==> src/rtl/mem_arbiter.sv <==
// mem_arbiter: shares one synchronous memory port (registered 1-cycle read)
// between buffered debug writes, the cpu16 data port and the cpu16
// instruction port. Grants are combinational from this cycle's requests and
// state; rdy pulses are registered one cycle after the grant.
module mem_arbiter #(
    parameter int AW         = 16,
    parameter int DW         = 16,
    parameter int DBG_DEPTH  = 2,
    parameter int STARVE_MAX = 4
) (
    input  logic          clk,
    input  logic          reset,
    input  logic [AW-1:0] ins_rd_addr,
    input  logic          ins_rd_req,
    output logic          ins_rd_rdy,
    output logic [DW-1:0] ins_rd_data,
    input  logic [AW-1:0] dat_rw_addr,
    input  logic [DW-1:0] dat_wr_data,
    input  logic          dat_rd_req,
    input  logic          dat_wr_req,
    output logic          dat_rd_rdy,
    output logic          dat_wr_rdy,
    output logic [DW-1:0] dat_rd_data,
    input  logic          dbg_we,
    input  logic [AW-1:0] dbg_waddr,
    input  logic [DW-1:0] dbg_wdata,
    output logic          dbg_ovf,
    output logic [AW-1:0] mem_addr,
    output logic [DW-1:0] mem_wdata,
    output logic          mem_we,
    output logic          mem_re,
    input  logic [DW-1:0] mem_rdata
);

    localparam int PW = $clog2(DBG_DEPTH);
    localparam int SW = $clog2(STARVE_MAX + 1);
    localparam logic [SW-1:0] STARVE_LIM = SW'(STARVE_MAX);

    typedef enum logic [2:0] {
        GNT_IDLE   = 3'd0,
        GNT_DBG    = 3'd1,
        GNT_INS    = 3'd2,
        GNT_DAT_WR = 3'd3,
        GNT_DAT_RD = 3'd4
    } grant_e;

    grant_e        grant_s;

    // Debug write FIFO; pointers carry one extra wrap bit for full/empty.
    logic [AW-1:0] fifo_addr_r [DBG_DEPTH];
    logic [DW-1:0] fifo_data_r [DBG_DEPTH];
    logic [PW:0]   wr_ptr_r;
    logic [PW:0]   rd_ptr_r;
    logic          fifo_empty_s;
    logic          fifo_full_s;
    logic          push_s;
    logic          pop_s;
    logic [AW-1:0] head_addr_s;
    logic [DW-1:0] head_data_s;

    logic          ins_elig_s;
    logic          dat_elig_s;
    logic [SW-1:0] starve_r;

    logic          ins_rdy_r;
    logic          dat_rd_rdy_r;
    logic          dat_wr_rdy_r;
    logic          dbg_ovf_r;

    assign fifo_empty_s = (wr_ptr_r == rd_ptr_r);
    assign fifo_full_s  = (wr_ptr_r[PW] != rd_ptr_r[PW]) &&
                          (wr_ptr_r[PW-1:0] == rd_ptr_r[PW-1:0]);
    assign head_addr_s  = fifo_addr_r[rd_ptr_r[PW-1:0]];
    assign head_data_s  = fifo_data_r[rd_ptr_r[PW-1:0]];

    // A port is not eligible in the cycle its own response is presented,
    // because the master has not yet had a chance to retire that request.
    assign ins_elig_s = ins_rd_req && !ins_rdy_r;
    assign dat_elig_s = (dat_rd_req || dat_wr_req) && !dat_rd_rdy_r && !dat_wr_rdy_r;

    assign pop_s  = (grant_s == GNT_DBG);
    assign push_s = dbg_we && (!fifo_full_s || pop_s);

    // Read data is a pass-through of the memory's registered output.
    assign ins_rd_data = mem_rdata;
    assign dat_rd_data = mem_rdata;

    // Reset suppresses a response that is already on its way out.
    assign ins_rd_rdy = ins_rdy_r && !reset;
    assign dat_rd_rdy = dat_rd_rdy_r && !reset;
    assign dat_wr_rdy = dat_wr_rdy_r && !reset;
    assign dbg_ovf    = dbg_ovf_r;

    // Fixed-priority grant with an anti-starvation override for fetches.
    always_comb begin
        grant_s = GNT_IDLE;
        if (reset) begin
            grant_s = GNT_IDLE;
        end else if (!fifo_empty_s) begin
            grant_s = GNT_DBG;
        end else if ((starve_r >= STARVE_LIM) && ins_elig_s) begin
            grant_s = GNT_INS;
        end else if (dat_elig_s) begin
            // A combined read+write request serves the write first.
            if (dat_wr_req) begin
                grant_s = GNT_DAT_WR;
            end else begin
                grant_s = GNT_DAT_RD;
            end
        end else if (ins_elig_s) begin
            grant_s = GNT_INS;
        end else begin
            grant_s = GNT_IDLE;
        end
    end

    // Drive the memory port from the current grant.
    always_comb begin
        mem_addr  = {AW{1'b0}};
        mem_wdata = {DW{1'b0}};
        mem_we    = 1'b0;
        mem_re    = 1'b0;
        case (grant_s)
            GNT_DBG: begin
                mem_addr  = head_addr_s;
                mem_wdata = head_data_s;
                mem_we    = 1'b1;
            end
            GNT_INS: begin
                mem_addr = ins_rd_addr;
                mem_re   = 1'b1;
            end
            GNT_DAT_WR: begin
                mem_addr  = dat_rw_addr;
                mem_wdata = dat_wr_data;
                mem_we    = 1'b1;
            end
            GNT_DAT_RD: begin
                mem_addr = dat_rw_addr;
                mem_re   = 1'b1;
            end
            default: begin
                mem_addr  = {AW{1'b0}};
                mem_wdata = {DW{1'b0}};
                mem_we    = 1'b0;
                mem_re    = 1'b0;
            end
        endcase
    end

    // FIFO storage; contents are qualified by the pointers, so no reset.
    always_ff @(posedge clk) begin
        if (push_s) begin
            fifo_addr_r[wr_ptr_r[PW-1:0]] <= dbg_waddr;
            fifo_data_r[wr_ptr_r[PW-1:0]] <= dbg_wdata;
        end
    end

    // Control state: FIFO pointers, overflow flag, rdy pulses, starve counter.
    always_ff @(posedge clk) begin
        if (reset) begin
            wr_ptr_r     <= {(PW+1){1'b0}};
            rd_ptr_r     <= {(PW+1){1'b0}};
            dbg_ovf_r    <= 1'b0;
            ins_rdy_r    <= 1'b0;
            dat_rd_rdy_r <= 1'b0;
            dat_wr_rdy_r <= 1'b0;
            starve_r     <= {SW{1'b0}};
        end else begin
            if (push_s) begin
                wr_ptr_r <= wr_ptr_r + (PW+1)'(1);
            end
            if (pop_s) begin
                rd_ptr_r <= rd_ptr_r + (PW+1)'(1);
            end
            if (dbg_we && !push_s) begin
                dbg_ovf_r <= 1'b1;
            end

            ins_rdy_r    <= (grant_s == GNT_INS);
            dat_rd_rdy_r <= (grant_s == GNT_DAT_RD);
            dat_wr_rdy_r <= (grant_s == GNT_DAT_WR);

            if (!ins_rd_req || (grant_s == GNT_INS)) begin
                starve_r <= {SW{1'b0}};
            end else if (ins_elig_s && (starve_r < STARVE_LIM)) begin
                starve_r <= starve_r + SW'(1);
            end else begin
                starve_r <= starve_r;
            end
        end
    end

endmodule
==> config.mk <==
export PLATFORM = sky130hd
export DESIGN_NAME = mem_arbiter
export DESIGN_NICKNAME = d
export VERILOG_FILES = /design/src/rtl/mem_arbiter.sv
export SDC_FILE = /design/constraint.sdc
export NUM_CORES = 1
export LEC_CHECK = 0
export ABC_AREA = 1
export CORE_MARGIN = 2
export CORE_UTILIZATION = 30
export CTS_CLUSTER_DIAMETER = 50
export DETAILED_ROUTE_END_ITERATION = 8
export PLACE_DENSITY = 0.59
export SLEW_MARGIN = 30
export SYNTH_ARGS = -nofsm -noshare
export SYNTH_HDL_FRONTEND = slang
export SYNTH_SLANG_ARGS = --single-unit
==> constraint.sdc <==
create_clock -name clk -period 9.4 [get_ports clk]
set_clock_uncertainty 0.05 [all_clocks]
set_input_delay 1.88 -clock clk [delete_from_list [all_inputs] [get_ports clk]]
set_output_delay 1.88 -clock clk [all_outputs]
set_load 0.02 [all_outputs]
==> impl_metrics.env, run 1 <==
export IMPL_status="completed"
export IMPL_synth_area_per_cell_um2=10.18
export IMPL_share_seq_of_total_power_pct=41.3
export IMPL_p_switching_w=0.0002733
export IMPL_drc_errors=0
export IMPL_ys_warnings_count=0
export IMPL_syn_to_final_growth_pct=38.46
export IMPL_fin_ws_ns=3.320
export IMPL_core_um2=12110
export IMPL_period_share_pct=64.68
export IMPL_rsz0062_at_grt="false"
export IMPL_clock_power_share_pct=33.9
export IMPL_dp_cells=619
export IMPL_vias=2734
export IMPL_ys_flop_type="edfxtp_1"
export IMPL_p_leak_nw=1.951
export IMPL_grt_pass1_wl_um=12880
export IMPL_slew_headroom_pct=60.54
export IMPL_worst_pin_slew_ns=0.5905
export IMPL_critical_path_cell_chain="clkdlybuf4s50_1, inv_1, nor2_2, a21oi_1, nor2_1, nand2_2, nor2_4, nand2_1, nand3_1, clkdlybuf4s50_1"
export IMPL_cts_tree="yes"
export IMPL_holdWs_ns=0.4062
export IMPL_synth_cells=370
export IMPL_io_buffers=123
export IMPL_clock_path_buffers=2
export IMPL_gp_congestion=0.7393
export IMPL_hold_violations=0
export IMPL_drtPass1Iterations=4
export IMPL_min_period_ns=6.080
export IMPL_cts_resized=0
export IMPL_rows=40
export IMPL_htree_levels=3
export IMPL_dieHeight_um=116.1
export IMPL_cp_end_kind="output port"
export IMPL_antennaDiodeCount=0
export IMPL_detail_route_wl_per_cell_um=13.61
export IMPL_synth_area_um2=3767
export IMPL_crit_type="in -> out"
export IMPL_numCtsBuffers=9
export IMPL_synth_edff_count=64
export IMPL_grt_pass1_vias=2639
export IMPL_post_place_ws_ns=3.273
export IMPL_start_util_pct=31.11
export IMPL_synth_top_area_cell="edfxtp_1"
export IMPL_ys_types=25
export IMPL_slowest_delay_ns=0.60
export IMPL_p_total_w=0.0009938
export IMPL_cp_data_arrival_time_ns=4.15
export IMPL_die_area_um2=13470
export IMPL_hpwl_um=6202
export IMPL_routed_wl_um=8641
export IMPL_grt_usage_pct=12.61
export IMPL_min_path_type="reg -> reg"
export IMPL_cp_required_ns=7.47
export IMPL_netlist_top_cells_area="edfxtp_1, nand2_1, dfxtp_1, buf_4, mux2_2"
export IMPL_power_density_nw_per_um2=190.5
export IMPL_num_nets_final=566
export IMPL_yosysMostFrequentCell="nand2_1"
export IMPL_yosysTopAreaCellShare_pct=51.01
export IMPL_cts_sinks=76
export IMPL_ys_seq_elements=76
export IMPL_max_clock_freq_mhz=164.5
export IMPL_final_cells=635
export IMPL_crit_fanout=18
export IMPL_insertion_delay_ns=0.32
export IMPL_overflow=0
export IMPL_crit_top_cell="clkdlybuf4s50_1"
export IMPL_hold_buffers=0
export IMPL_slew_violations=0
export IMPL_drive_gt1_share_pct=13.06
export IMPL_drt_iter0_drc=73
export IMPL_synthArstFlopShare_pct=0
export IMPL_internal_power_w=0.0007204
export IMPL_maxCapViolations=0
export IMPL_antenna_left=0
export IMPL_share_comb_of_total_power_pct=24.8
export IMPL_critPathSlowestCell="clkdlybuf4s50_1"
export IMPL_peakVddDrop_v=0.00009505
export IMPL_syn_num_nets=474
export IMPL_swShare_pct=27.51
export IMPL_die_width_um=116.1
export IMPL_postCtsSetupBuffers=0
export IMPL_clk_pin_slew_ns=0.06
export IMPL_synth_common_cells="nand2_1, edfxtp_1, inv_1"
export IMPL_antenna_found_initial=0
export IMPL_ys_seq_area_share_pct=57.39
export IMPL_via_per_inst=4.306
export IMPL_setup_violations=0
export IMPL_io_pins=172
export IMPL_critPathLaunchType="primary input"
export IMPL_setup_tns_ns=0
export IMPL_cts_root_buf="clkbuf_16"
export IMPL_num_fill_cells=1202
export IMPL_grt_max_degree=49
## critical path, delay by kind of cell
| family | cells | cell delay [ns] |
|---|---|---|
| AOI/OAI and AO/OA | 1 | 0.06 |
| buffers and inverters | 3 | 1.17 |
| and+or+nand+nor | 6 | 1.04 |
## metrics by stage
step           utilization [%]  area [um^2]
2_1_floorplan                -         3767
3_3_place_gp             40.39         4892
3_5_place_dp             40.62         4920
4_1_cts                  43.05         5214
5_1_grt                  43.07         5216
6_report                 43.07         5216
## sequential cells by signal (all words and copies together), names as in the netlist, named ones only
name          flops
fifo_addr_r      32
fifo_data_r      32
starve_r          3
rd_ptr_r          2
wr_ptr_r          2
dat_rd_rdy_r      1
dat_wr_rdy_r      1
dbg_ovf           1
ins_rdy_r         1
## path summary, 6_finish.rpt
path | cells after the start | slack, ns | to | startpoint
setup / recovery | 10 | 3.32 | mem_addr[5] | ins_rd_req
hold / removal | 2 | 0.41 | dbg_ovf | dbg_ovf
setup reg to reg | 9 | 6.86 | fifo_addr_r[0][13] | wr_ptr_r[0]
hold reg to reg | 2 | 0.41 | dbg_ovf | dbg_ovf
## power by group through the flow
stage	combinational, W	sequential [W]	clock (W)
after floorplan	0.000163	0.000408	0
after global placement	0.000244	0.000417	0
after detailed placement	0.000250	0.000418	0
after CTS	0.000252	0.000411	0.000348
after global routing	0.000267	0.000414	0.000360
final	0.000246	0.000410	0.000337
## cell usage in the layout, fill, tap and decap left out, types with 9 or more instances in the layout
master / instances
mux2_2: 16
dfxtp_1: 11
o21ai_0: 18
clkdlybuf4s50_1: 123
a21oi_1: 9
inv_1: 35
nand3_1: 22
nand2_1: 101
nor2_1: 11
edfxtp_1: 64
clkbuf_16: 9
o21ai_2: 9
## final cells by class
cell class              instances  area [um^2]  share of cell area (%)
clock inverters                 5        61.31                   1.175
multi-input cells             210         1125                   21.56
well taps                     168        210.2                   4.030
repair buffers                125         1266                   24.27
inverters                      40        155.1                   2.974
flip-flops and latches         76         2166                   41.52
clock buffers                  11        232.7                   4.462
## layer usage
| metal | part of all wire [%] | vias up | GRT usage [%] |
|---|---|---|---|
| li1 | - | 1375 | - |
| met1 | 41 | 1250 | 14.41 |
| met2 | 49 | 65 | 21.40 |
| met5 | 0 | - | 0 |
| met4 | 3.7 | 0 | 7.540 |
| met3 | 5.7 | 44 | 3.086 |
## cell families after synthesis
group           Yosys count  synth area share, %
xor+xnor                  1               0.2325
fa+ha+maj                 2               0.6641
buf+inv                  84                12.95
mux                      16                4.782
simple gates            147                16.94
flops                    76                57.39
compound gates           44                7.041
Note: power is estimated with default switching activity, not from simulation.
==> run 2, diff against run 1 <==
- clock period: 9.4 -> 5.62 ns (I/O delays scaled with it)
==> run 2 against run 1 <==
  * Clock power grew 66%
  * Flip-flop and latch count is the same
  * Count of clock-buffer cells in the layout is the same
  * Cell area is the same
==> impl_metrics.env, run 2 (same netlist as run 1, synthesis figures left out) <==
export IMPL_crit_type="in -> out"
export IMPL_dp_cells=619
export IMPL_hpwl_um=6283
export IMPL_clk_pin_slew_ns=0.06
export IMPL_r2r_start="wr_ptr_r[0]"
export IMPL_cts_resized=0
export IMPL_htree_levels=3
export IMPL_insertion_delay_ns=0.32
export IMPL_die_area_um2=13470
export IMPL_hold_buffers=0
export IMPL_core_um2=12110
export IMPL_grt_pass1_vias=2769
export IMPL_critPathLaunchType="primary input"
export IMPL_drive_gt1_share_pct=13.06
export IMPL_slew_headroom_pct=55.86
export IMPL_num_nets_final=566
export IMPL_final_common_cell="clkdlybuf4s50_1"
export IMPL_multi_input_area_um2=1125
export IMPL_rr_worst_depth=9
export IMPL_rows=40
export IMPL_p_total_w=0.001658
export IMPL_max_clock_freq_mhz=220.4
export IMPL_cts_sinks=76
export IMPL_antennaDiodeCount=0
export IMPL_rsz0062_at_grt="false"
export IMPL_peakVddDrop_v=0.0001327
export IMPL_drt_iter0_drc=75
export IMPL_cts_tree="yes"
export IMPL_p_leak_nw=1.951
export IMPL_grt_max_degree=49
export IMPL_numCtsBuffers=9
export IMPL_final_seq_area_um2=2166
export IMPL_via_per_inst=4.291
export IMPL_worst_pin_slew_ns=0.6614
export IMPL_min_period_ns=4.538
export IMPL_io_buffers=123
export IMPL_holdWs_ns=0.4035
export IMPL_cp_required_ns=4.45
export IMPL_dieHeight_um=116.1
export IMPL_gp_congestion=0.7359
export IMPL_worstSetupStartpoint="ins_rd_req"
export IMPL_setup_tns_ns=0
export IMPL_num_fill_cells=1200
export IMPL_slew_violations=0
export IMPL_cts_root_buf="clkbuf_16"
export IMPL_final_cell_mix="clkdlybuf4s50_1, nand2_1, edfxtp_1, inv_1, nand3_1"
export IMPL_antenna_left=0
export IMPL_postCtsSetupBuffers=0
export IMPL_detail_route_wl_per_cell_um=13.49
export IMPL_final_cells=635
export IMPL_drc_errors=0
export IMPL_start_util_pct=31.11
export IMPL_whs_path_depth=2
export IMPL_grt_usage_pct=12.84
export IMPL_power_density_nw_per_um2=317.8
export IMPL_cp_end_kind="output port"
export IMPL_min_path_type="reg -> reg"
export IMPL_clock_path_buffers=2
export IMPL_syn_to_final_growth_pct=38.46
export IMPL_maxCapViolations=0
export IMPL_io_pins=172
export IMPL_min_from="dbg_ovf"
export IMPL_routed_wl_um=8566
export IMPL_hold_violations=0
export IMPL_cp_data_arrival_time_ns=3.36
export IMPL_drtPass1Iterations=4
export IMPL_period_share_pct=80.75
export IMPL_setup_violations=0
export IMPL_crit_fanout=23
export IMPL_grt_pass1_wl_um=13190
export IMPL_die_width_um=116.1
export IMPL_vias=2725
export IMPL_overflow=0
export IMPL_status="completed"
export IMPL_antenna_found_initial=0
## run 2: cell counts in the layout (fill, tap and decap cells not counted)
Identical to the previous run, type by type.
## run 2: worst max-delay path: stages
cell and delay (ns):
clkdlybuf4s50_1 0.44, nand3_1 0.13, nand3_2 0.10, a21oi_4 0.28
nand2_4 0.25, inv_4 0.24, nand2_1 0.10, nand3_1 0.09
clkdlybuf4s50_1 0.60
## run 2: path summary, 6_finish.rpt
path                        to  slack [ns]
max                mem_addr[7]        1.08
min                    dbg_ovf        0.40
max reg2reg  fifo_data_r[1][9]        2.89
min reg2reg            dbg_ovf        0.40
## run 2: per-stage QoR
stage / setup slack [ns] / util (%) / instance area, um^2
after floorplan: 1.852 / - / 3767
after global placement: 1.047 / 40.39 / 4892
after detailed placement: 1.008 / 40.62 / 4920
after CTS: 1.001 / 43.05 / 5214
after global routing: 0.8523 / 43.07 / 5216
final: 1.082 / 43.07 / 5216
## run 2: final cells by class
type / count / share of cell area (%)
Clock buffer: 11 / 4.462
Clock inverter: 5 / 1.175
Inverter: 40 / 2.974
Multi-Input combinational cell: 210 / 21.56
Sequential cell: 76 / 41.52
Tap cell: 168 / 4.030
Timing Repair Buffer: 125 / 24.27
## run 2: layer usage
metal,vias up,share of wire [%],wire (um),global-route usage [%]
met4,0,4.7,399,8.175
met2,78,49,4214,22.18
met1,1223,40,3390,14.33
li1,1377,-,-,-
met3,47,6.6,562,2.824
met5,-,0,0,0
## run 2: where the power goes
| group | internal [W] | switching, W |
|---|---|---|
| registers | 0.000659 | 0.0000272 |
| clock network | 0.000345 | 0.000214 |
| logic | 0.000200 | 0.000212 |
| total | 0.00120 | 0.000453 |
